<file path="src/rtl/fpu_issue_ctrl.sv">
// fpu_issue_ctrl
// ---------------------------------------------------------------------------
// Issue controller for a floating-point unit with a fixed-latency pipeline
// and an iterative divide/sqrt unit. It decides every cycle whether the FP
// instruction held in decode may be sent to the FPU. It also tracks which FP
// registers still have a result outstanding, and when each result returns on
// the single shared writeback port.
//
// Parameters
//   DIV_LAT   latency of the divide/sqrt class in cycles (5..31)
//
// Ports
//   clk        clock, all state changes on the rising edge
//   rst        synchronous active-high reset
//   id_valid   decode holds an FP instruction that wants to issue
//   id_class   latency class: 0 move/cmp/sgnj, 1 add/sub/mul, 2 fma, 3 div/sqrt
//   id_rd      destination FP register
//   id_rd_we   instruction writes the FP register file
//   id_rs1..3  source FP registers
//   id_rs_use  bit i set means source rs(i+1) is read
//   flush      kill the decode-stage instruction this cycle
//   issue      one-cycle FPU input-valid strobe (combinational)
//   stall      hold fetch/decode this cycle (combinational)
//   busy       divide/sqrt unit occupied
//   wb_valid   FP result writeback strobe
//   wb_rd      FP result writeback register
//   pending    per-register outstanding-write mask
// ---------------------------------------------------------------------------
module fpu_issue_ctrl #(
   parameter int DIV_LAT = 12
) (
   input  logic        clk,
   input  logic        rst,
   input  logic        id_valid,
   input  logic [1:0]  id_class,
   input  logic [4:0]  id_rd,
   input  logic        id_rd_we,
   input  logic [4:0]  id_rs1,
   input  logic [4:0]  id_rs2,
   input  logic [4:0]  id_rs3,
   input  logic [2:0]  id_rs_use,
   input  logic        flush,
   output logic        issue,
   output logic        stall,
   output logic        busy,
   output logic        wb_valid,
   output logic [4:0]  wb_rd,
   output logic [31:0] pending
);

   localparam int SW = (DIV_LAT > 1) ? $clog2(DIV_LAT) : 1;

   // Reservation slots: res_valid[k] set means a result for res_rd[k]
   // returns on the writeback port k cycles from now.
   logic [DIV_LAT-1:0] res_valid;
   logic [4:0]         res_rd [DIV_LAT];

   logic [31:0] pending_q;
   logic        busy_q;
   logic [4:0]  div_cnt;

   logic [4:0]  lat;
   logic [SW-1:0] load_idx;
   logic [SW-1:0] probe_idx;
   logic [31:0] bypass_mask;
   logic [31:0] live_mask;
   logic        raw_hz;
   logic        waw_hz;
   logic        wb_hz;
   logic        div_hz;

   assign wb_valid = res_valid[0];
   assign wb_rd    = res_rd[0];
   assign pending  = pending_q;
   assign busy     = busy_q;

   // Translate the latency class into the number of cycles between issue and
   // writeback, and derive the slot this instruction will occupy (L-1 after
   // the shift) and the slot that would collide with it (L before the shift).
   always_comb begin
      lat = 5'd1;
      case (id_class)
         2'd0:    lat = 5'd1;
         2'd1:    lat = 5'd3;
         2'd2:    lat = 5'd4;
         default: lat = 5'(DIV_LAT);
      endcase
      load_idx  = SW'(lat - 5'd1);
      probe_idx = SW'(lat);
   end

   // Hazard detection. A register being written back this very cycle is
   // treated as already available, so its pending bit is masked out for both
   // the source (RAW) and destination (WAW) checks. Slot DIV_LAT does not
   // exist, so a divide can never collide on the writeback port. The divider
   // itself is not pipelined and does not bypass: a second divide waits until
   // busy has dropped.
   always_comb begin
      bypass_mask = wb_valid ? (32'd1 << wb_rd) : 32'd0;
      live_mask   = pending_q & ~bypass_mask;
      raw_hz      = (id_rs_use[0] & live_mask[id_rs1]) |
                    (id_rs_use[1] & live_mask[id_rs2]) |
                    (id_rs_use[2] & live_mask[id_rs3]);
      waw_hz      = id_rd_we & live_mask[id_rd];
      wb_hz       = (lat < 5'(DIV_LAT)) ? res_valid[probe_idx] : 1'b0;
      div_hz      = (id_class == 2'd3) & busy_q;
   end

   // Issue and stall are purely combinational. Flush and reset both
   // suppress them, so a killed instruction neither issues nor holds decode.
   always_comb begin
      issue = id_valid & ~flush & ~rst & ~(raw_hz | waw_hz | wb_hz | div_hz);
      stall = id_valid & ~flush & ~rst & ~issue;
   end

   // Reservation shift register. Every cycle each slot moves one step closer
   // to writeback, with an empty slot entering at the top. A writing issue
   // then drops its destination into slot L-1; the writeback hazard check
   // guarantees that slot was empty after the shift. Non-writing issues
   // leave the slots untouched.
   always_ff @(posedge clk) begin
      if (rst) begin
         res_valid <= '0;
         for (int k = 0; k < DIV_LAT; k++) begin
            res_rd[k] <= 5'd0;
         end
      end else begin
         res_valid <= {1'b0, res_valid[DIV_LAT-1:1]};
         for (int k = 0; k < DIV_LAT - 1; k++) begin
            res_rd[k] <= res_rd[k+1];
         end
         res_rd[DIV_LAT-1] <= 5'd0;
         if (issue && id_rd_we) begin
            res_valid[load_idx] <= 1'b1;
            res_rd[load_idx]    <= id_rd;
         end
      end
   end

   // Outstanding-write scoreboard. A bit clears after the cycle its result
   // is written back, and sets after a writing issue. If a WAW bypass issues
   // a new write to the register that is retiring this cycle, the set wins,
   // because the new result is still outstanding.
   always_ff @(posedge clk) begin
      if (rst) begin
         pending_q <= 32'd0;
      end else begin
         pending_q <= (pending_q & ~bypass_mask) |
                      ((issue && id_rd_we) ? (32'd1 << id_rd) : 32'd0);
      end
   end

   // Divider occupancy. A countdown is used rather than the reservation
   // slots because a divide that does not write the FP file still occupies
   // the divider. Loading DIV_LAT-1 makes busy drop at the edge that ends
   // the divide's writeback cycle.
   always_ff @(posedge clk) begin
      if (rst) begin
         busy_q  <= 1'b0;
         div_cnt <= 5'd0;
      end else if (busy_q) begin
         if (div_cnt == 5'd0) begin
            busy_q <= 1'b0;
         end else begin
            div_cnt <= div_cnt - 5'd1;
         end
      end else if (issue && (id_class == 2'd3)) begin
         busy_q  <= 1'b1;
         div_cnt <= 5'(DIV_LAT - 1);
      end
   end

endmodule

</file>
<file path="config.mk">
export PLATFORM = sky130hd
export DESIGN_NAME = fpu_issue_ctrl
export DESIGN_NICKNAME = d
export VERILOG_FILES = /design/src/rtl/fpu_issue_ctrl.sv
export SDC_FILE = /design/constraint.sdc
export NUM_CORES = 1
export LEC_CHECK = 0
export BUFFER_PORTS_ARGS = -buffer_cell sky130_fd_sc_hd__clkbuf_2
export CAP_MARGIN = 15
export CORE_ASPECT_RATIO = 1.75
export CORE_UTILIZATION = 55
export DETAILED_ROUTE_END_ITERATION = 10
export PLACE_DENSITY_LB_ADDON = 0.3
export SKIP_LAST_GASP = 1
export SLEW_MARGIN = 30
export SYNTH_ARGS = -nofsm -noshare
export SYNTH_HDL_FRONTEND = slang
export SYNTH_SLANG_ARGS = --single-unit
</file>
<file path="constraint.sdc">
create_clock -name clk -period 5.97 [get_ports clk]
set_input_delay 0.597 -clock clk [delete_from_list [all_inputs] [get_ports clk]]
set_output_delay 0.597 -clock clk [all_outputs]
set_load 0.005 [all_outputs]
</file>
## Word-level counts from Yosys, hierarchy flattened

Memories as Yosys holds them, arrays and structs flattened.
Index checks and enable logic that the tools add are counted.

| storage, ports and cells | value |
|---|---|
| flip-flop bits (word level) | 50 |
| bits in latches | 0 |
| RAM bits | 60 |
| bits in read-only memories | 0 |
| output and inout bits | 41 |
| memories | 1 |

Memory list:

| memory | depth | width | rd ports | clocked after Yosys merged registers in | write ports | line | source |
|---|---|---|---|---|---|---|---|
| res_rd | 12 | 5 | 12 | 0 | 13 | 56 | `logic [4:0] res_rd [DIV_LAT];` |

| cells by class | value |
|---|---|
| $add $sub $neg | 2 |
| multipliers | 0 |
| divide/modulo/power cells | 0 |
| order comparisons | 8 |
| eq/ne operators | 4 |
| shift operators | 2 |
| mux-type cells | 41 |
| bitwise logic cells | 35 |
| reductions and logical operators | 8 |

Operators with widths:

| kind | count |
|---|---|
| 5-bit two-way mux | 15 |
| 32-bit two-way mux | 2 |
| 1-bit by 5-bit left shift with 32-bit output, first input constant | 2 |
| 32-bit bitwise AND | 1 |
| 32-bit inverter | 1 |
| 32-bit OR | 1 |
| 5-bit by 6-bit < comparator with 1-bit output, second input constant | 4 |
| 1-bit binary-select mux with 5-bit select | 4 |
| 1-bit OR | 17 |
| 1-bit two-way mux | 16 |
| 11-bit by 12-bit OR with 12-bit output | 1 |
| 4-bit one-hot mux with 3 select lines | 1 |
| 11-bit two-way mux | 1 |
| 4-bit by 5-bit < comparator with 1-bit output, second input constant | 2 |
| 1-bit bitwise AND | 9 |
| 5-bit zero test | 1 |
| 5-bit by 4-bit < comparator with 1-bit output, second input constant | 1 |
| 1-bit inverter | 5 |
| 5-bit by 1-bit subtractor with 5-bit output, second input constant | 1 |
| 1-bit binary-select mux with 4-bit select | 1 |
| 1-bit demux with 4-bit select | 1 |
| 2-bit equality test, second input constant | 2 |
| 4-bit by 1-bit >= comparator with 1-bit output, second input constant | 1 |
| 4-bit by 1-bit subtractor with 4-bit output, second input constant | 1 |
| other kinds (7) | 9 |

## Depth between registers and ports, before layout

An unclocked memory read counts as a cell.

| logic depth | value |
|---|---|
| depth after elaboration | 19 |
| depth in mapped cells | 11 |
| mapped depth without buffers | 9 |

## Worst setup path before layout

Ideal clock, no wire load.

| timing | value |
|---|---|
| kind | input port to output port |
| start | input id_rs2[0] |
| end | output issue |
| arrival time | 2.882 ns |
| required time | 5.373 ns |
| slack | 2.491 ns |
| cell stages on the path | 11 |
| cells stage by stage | buf_2 -> clkinv_1 -> nand4_1 -> o221ai_1 -> or4_1 -> o211ai_2 -> nand3_1 -> nor4_1 -> nand3_1 -> clkbuf_1 -> inv_1 |

| on the way | value |
|---|---|
| cells in the longest elaborated chain, start to end | 10 |

RTL lines:

| what | line | source |
|---|---|---|
| from (decl) | 39 | `input logic [4:0] id_rs2,` |
| 1-bit binary-select mux with 5-bit select | 102 | `(id_rs_use[1] & live_mask[id_rs2]) \|` |
| 1-bit two-way mux (implied by the code) | 102 |  |
| 1-bit bitwise AND | 102 |  |
| 1-bit OR | 101 | `raw_hz = (id_rs_use[0] & live_mask[id_rs1]) \|` |
| 1-bit OR | 102 |  |
| 1-bit OR (3 in series) | 112 | `issue = id_valid & ~flush & ~rst & ~(raw_hz \| waw_hz \| wb_hz \| div_hz);` |
| 1-bit inverter | 112 |  |
| 1-bit bitwise AND | 112 |  |
| to (decl) | 43 | `output logic issue,` |

No other way between the ends. The select of a mux whose other input is x is not followed.

==> reports/qor.yml <==
worst_setup_path:
  reg2reg_from: "res_rd[0][2]$_DFF_P_"
  required_ns: 5.37
  r2r_setup_slack_ns: 1.79
  setup.worst_path.start_class: "flip-flop"
  crit_type: "flip-flop to primary output"
  crit_path_max_fanout: 11
  rr_worst_depth: 10
  cp-end-kind: "primary output"
  r2r_end: "pending[5]$_SDFF_PP0_"
  worstPathArrival_ns: 3.98
sta:
  fin_setup_tns_ns: 0
  rsz0062_at_grt: "false"
  clock.fmax_mhz: 218
  tightestPinTransition_ns: 1.09
  final-setup-viol-count: 0
  maxSlewViolCount: 0
  fin_crit_sh_pct: 76.7
  maxSlewHeadroom_pct: 26.6
  worst_slack_ns: 1.39
  whs_ns: 0.441
  period_minus_slack_ns: 4.58
  hold_viol_final: 0
  clock_skew_ns: 0.00640
clocking:
  cts.sinks: 110
  postCtsSetupBuffers: 0
  cts_buffers: 9
  cts-root-buf: "clkbuf_16"
  cts-htree-levels: 3
  hold_buffers: 0
  cts_tree: "built"
  cts.clk_slew.worst_paths_ns: 0.07
  clockBufferDepth: 2
  clk_latency_ns: 0.35
  cts_resized: 0
finish:
  synthToLayoutAreaGrowth_pct: 12.6
  nNetsFinal: 682
  drive_gt1_share_pct: 18.2
  diodes: 0
  final_cell_mix: "110 x dfxtp_1, 70 x clkbuf_2, 56 x nor2b_1"
  mostFrequentLayoutCell: "dfxtp_1"
flow_run:
  cap_violations: 0
global_route:
  antenna_found_initial: 0
  grt_pass1_wl_um: 27500
  grt_use_total_pct: 35.6
  grt-ovfl-total: 0
  grt_max_degree: 76
  first_global_vias: 4936
logic_synthesis:
  synth_edf_count: 0
  yosys.area.top_type_share_pct: 40.8
  yosys_most_used_dff: "dfxtp_1"
  muxShareOfSynthArea_pct: 8.69
  async_flop_share_pct: 0
  yosys.area_share.simple_pct: 25.4
  syn_avg_cell_area_sq_um: 8.96
  netlist_area_sq_um: 5400
  synth_compound_area_share_pct: 19.5
  yosysWarnings: 0
  syn-num-nets: 634
  synth_area_leader_cell: "dfxtp_1"
  synth_top_family_by_area: "simple AND/OR/NAND/NOR gates"
  yosysSeqAreaShare_pct: 40.8
  synth_area_leaders: "dfxtp_1 41%, nor2b_1 6.5%, mux2i_1 5.0%"
  synth.distinct_cells: 69
  ys_ff_latch: 110
  synth_xor_area_share_pct: 0.649
  synthAdderAreaFrac_pct: 0.464
  synthCells: 602
route:
  drc: 0
  drt_iter0_markers: 482
  firstDrtPassIters: 5
  viasPerCell: 6.52
  antenna_left: 0
  wl_um: 17800
  routed-via-count: 5069
  wl_per_cell_um: 22.9
die:
  initial_core_util_pct: 57.0
  dieArea_sq_um: 10200
  core_sq_um: 9470
  ios: 71
  rows: 47
  fp.dieH_um: 133
  die_w_um: 76.9
power_and_ir_drop:
  power_w: 0.00144
  ir_drop_mv: 0.255
  power.density_nw_per_um2: 238
  power.leakage_nw: 2.32
min_path:
  worstHoldPathCells: 1
  min_to: "res_rd[4][0]$_DFF_P_"
  hp-class: "flip-flop to flip-flop"
  min-delay-start: "res_rd[5][0]$_DFF_P_"
place:
  dp_hpwl_um: 13400
  port_buffers: 70
  gp_congestion: 1.07
  pre_cts_slack_ns: 1.92
status:
  status: "complete, no violations"
critical path, cell delays in order, from the launching register on:
cell      delay (ns)
dfxtp_1         0.43
nand2b_1        0.42
o21ai_1         0.66
o221ai_1        0.21
or4_1           0.60
o211ai_2        0.11
nand3_1         0.15
nor4_1          0.52
nand3_1         0.28
inv_1           0.13
clkbuf_2        0.13
layer usage:
metal / track usage [%] / vias up / wire (um)
li1: - / 2307 / -
met1: 38.7 / 2363 / 6370
met2: 61.5 / 295 / 8930
met3: 5.59 / 104 / 1130
met4: 26.5 / 0 / 1380
met5: 0 / - / 0
through the flow:
| stage | instance area (sq um) | util [%] | instances |
|---|---|---|---|
| 5_1_grt | 6080 | 64.2 | 777 |
| 6_report | 6080 | 64.2 | 777 |
| 4_1_cts | 6080 | 64.2 | 777 |
| 3_5_place_dp | 5770 | 61.0 | 761 |
| 3_3_place_gp | 5770 | 61.0 | 761 |
| 2_1_floorplan | 5400 | - | 602 |
kinds of logic after synthesis:
kind of cell / Yosys count
adder cells (fa/ha/maj): 2
flip-flops: 110
XOR/XNOR: 4
AO/OA/AOI/OAI: 146
buffers and inverters: 58
multiplexers: 43
AND/OR/NAND/NOR: 239
cells in the mapped netlist, types with 4 or more instances:
library cell	count
a2111oi_0	4
a21oi_1	12
a22oi_1	13
a32oi_1	4
and2_1	5
and3_1	6
buf_2	4
clkbuf_1	29
clkinv_1	4
dfxtp_1	110
inv_1	14
mux2_2	13
mux2i_1	27
nand2_1	37
nand2b_1	24
nand3_1	19
nand3b_1	4
nand4_1	15
nand4b_1	5
nor2_1	29
nor2b_1	56
nor3_1	11
nor3b_1	7
o211ai_1	9
o21ai_0	29
o22ai_1	5
o31ai_1	23
o32ai_1	9
or3_1	6
layout make-up:
class                      instances  area (sq um)
timing repair buffer              77           403
tap                              122           153
fill                             829          3390
multi-input combinational        434          2950
clock inverter                     7          77.6
clock buffer                       9           225
inverter                          18          67.6
sequential                       110          2200
registers in the layout, summed over array words and instances (netlist names):
| name | count |
|---|---|
| pending | 32 |
| div_cnt | 5 |
| res_valid | 12 |
| busy | 1 |
| res_rd | 60 |
worst max-delay path by stage:
stage                             from     to  slack [ns]  cells after the start
2_1_floorplan                id_rs2[0]  issue        2.49                     11
3_3_place_gp   res_valid[0]$_SDFF_PP0_  issue        1.96                      9
3_5_place_dp   res_valid[0]$_SDFF_PP0_  issue        1.92                     10
4_1_cts        res_valid[0]$_SDFF_PP0_  issue        1.51                     10
5_1_grt           res_rd[0][4]$_DFF_P_  issue        1.25                     10
6_report          res_rd[0][2]$_DFF_P_  issue        1.39                     10
report_power, final:
group	internal [W]	switching, W
sequential	0.000735	0.00000178
clock	0.000298	0.000291
combinational	0.0000368	0.0000825
total	0.00107	0.000375
Note: power is estimated with default switching activity, not from simulation.
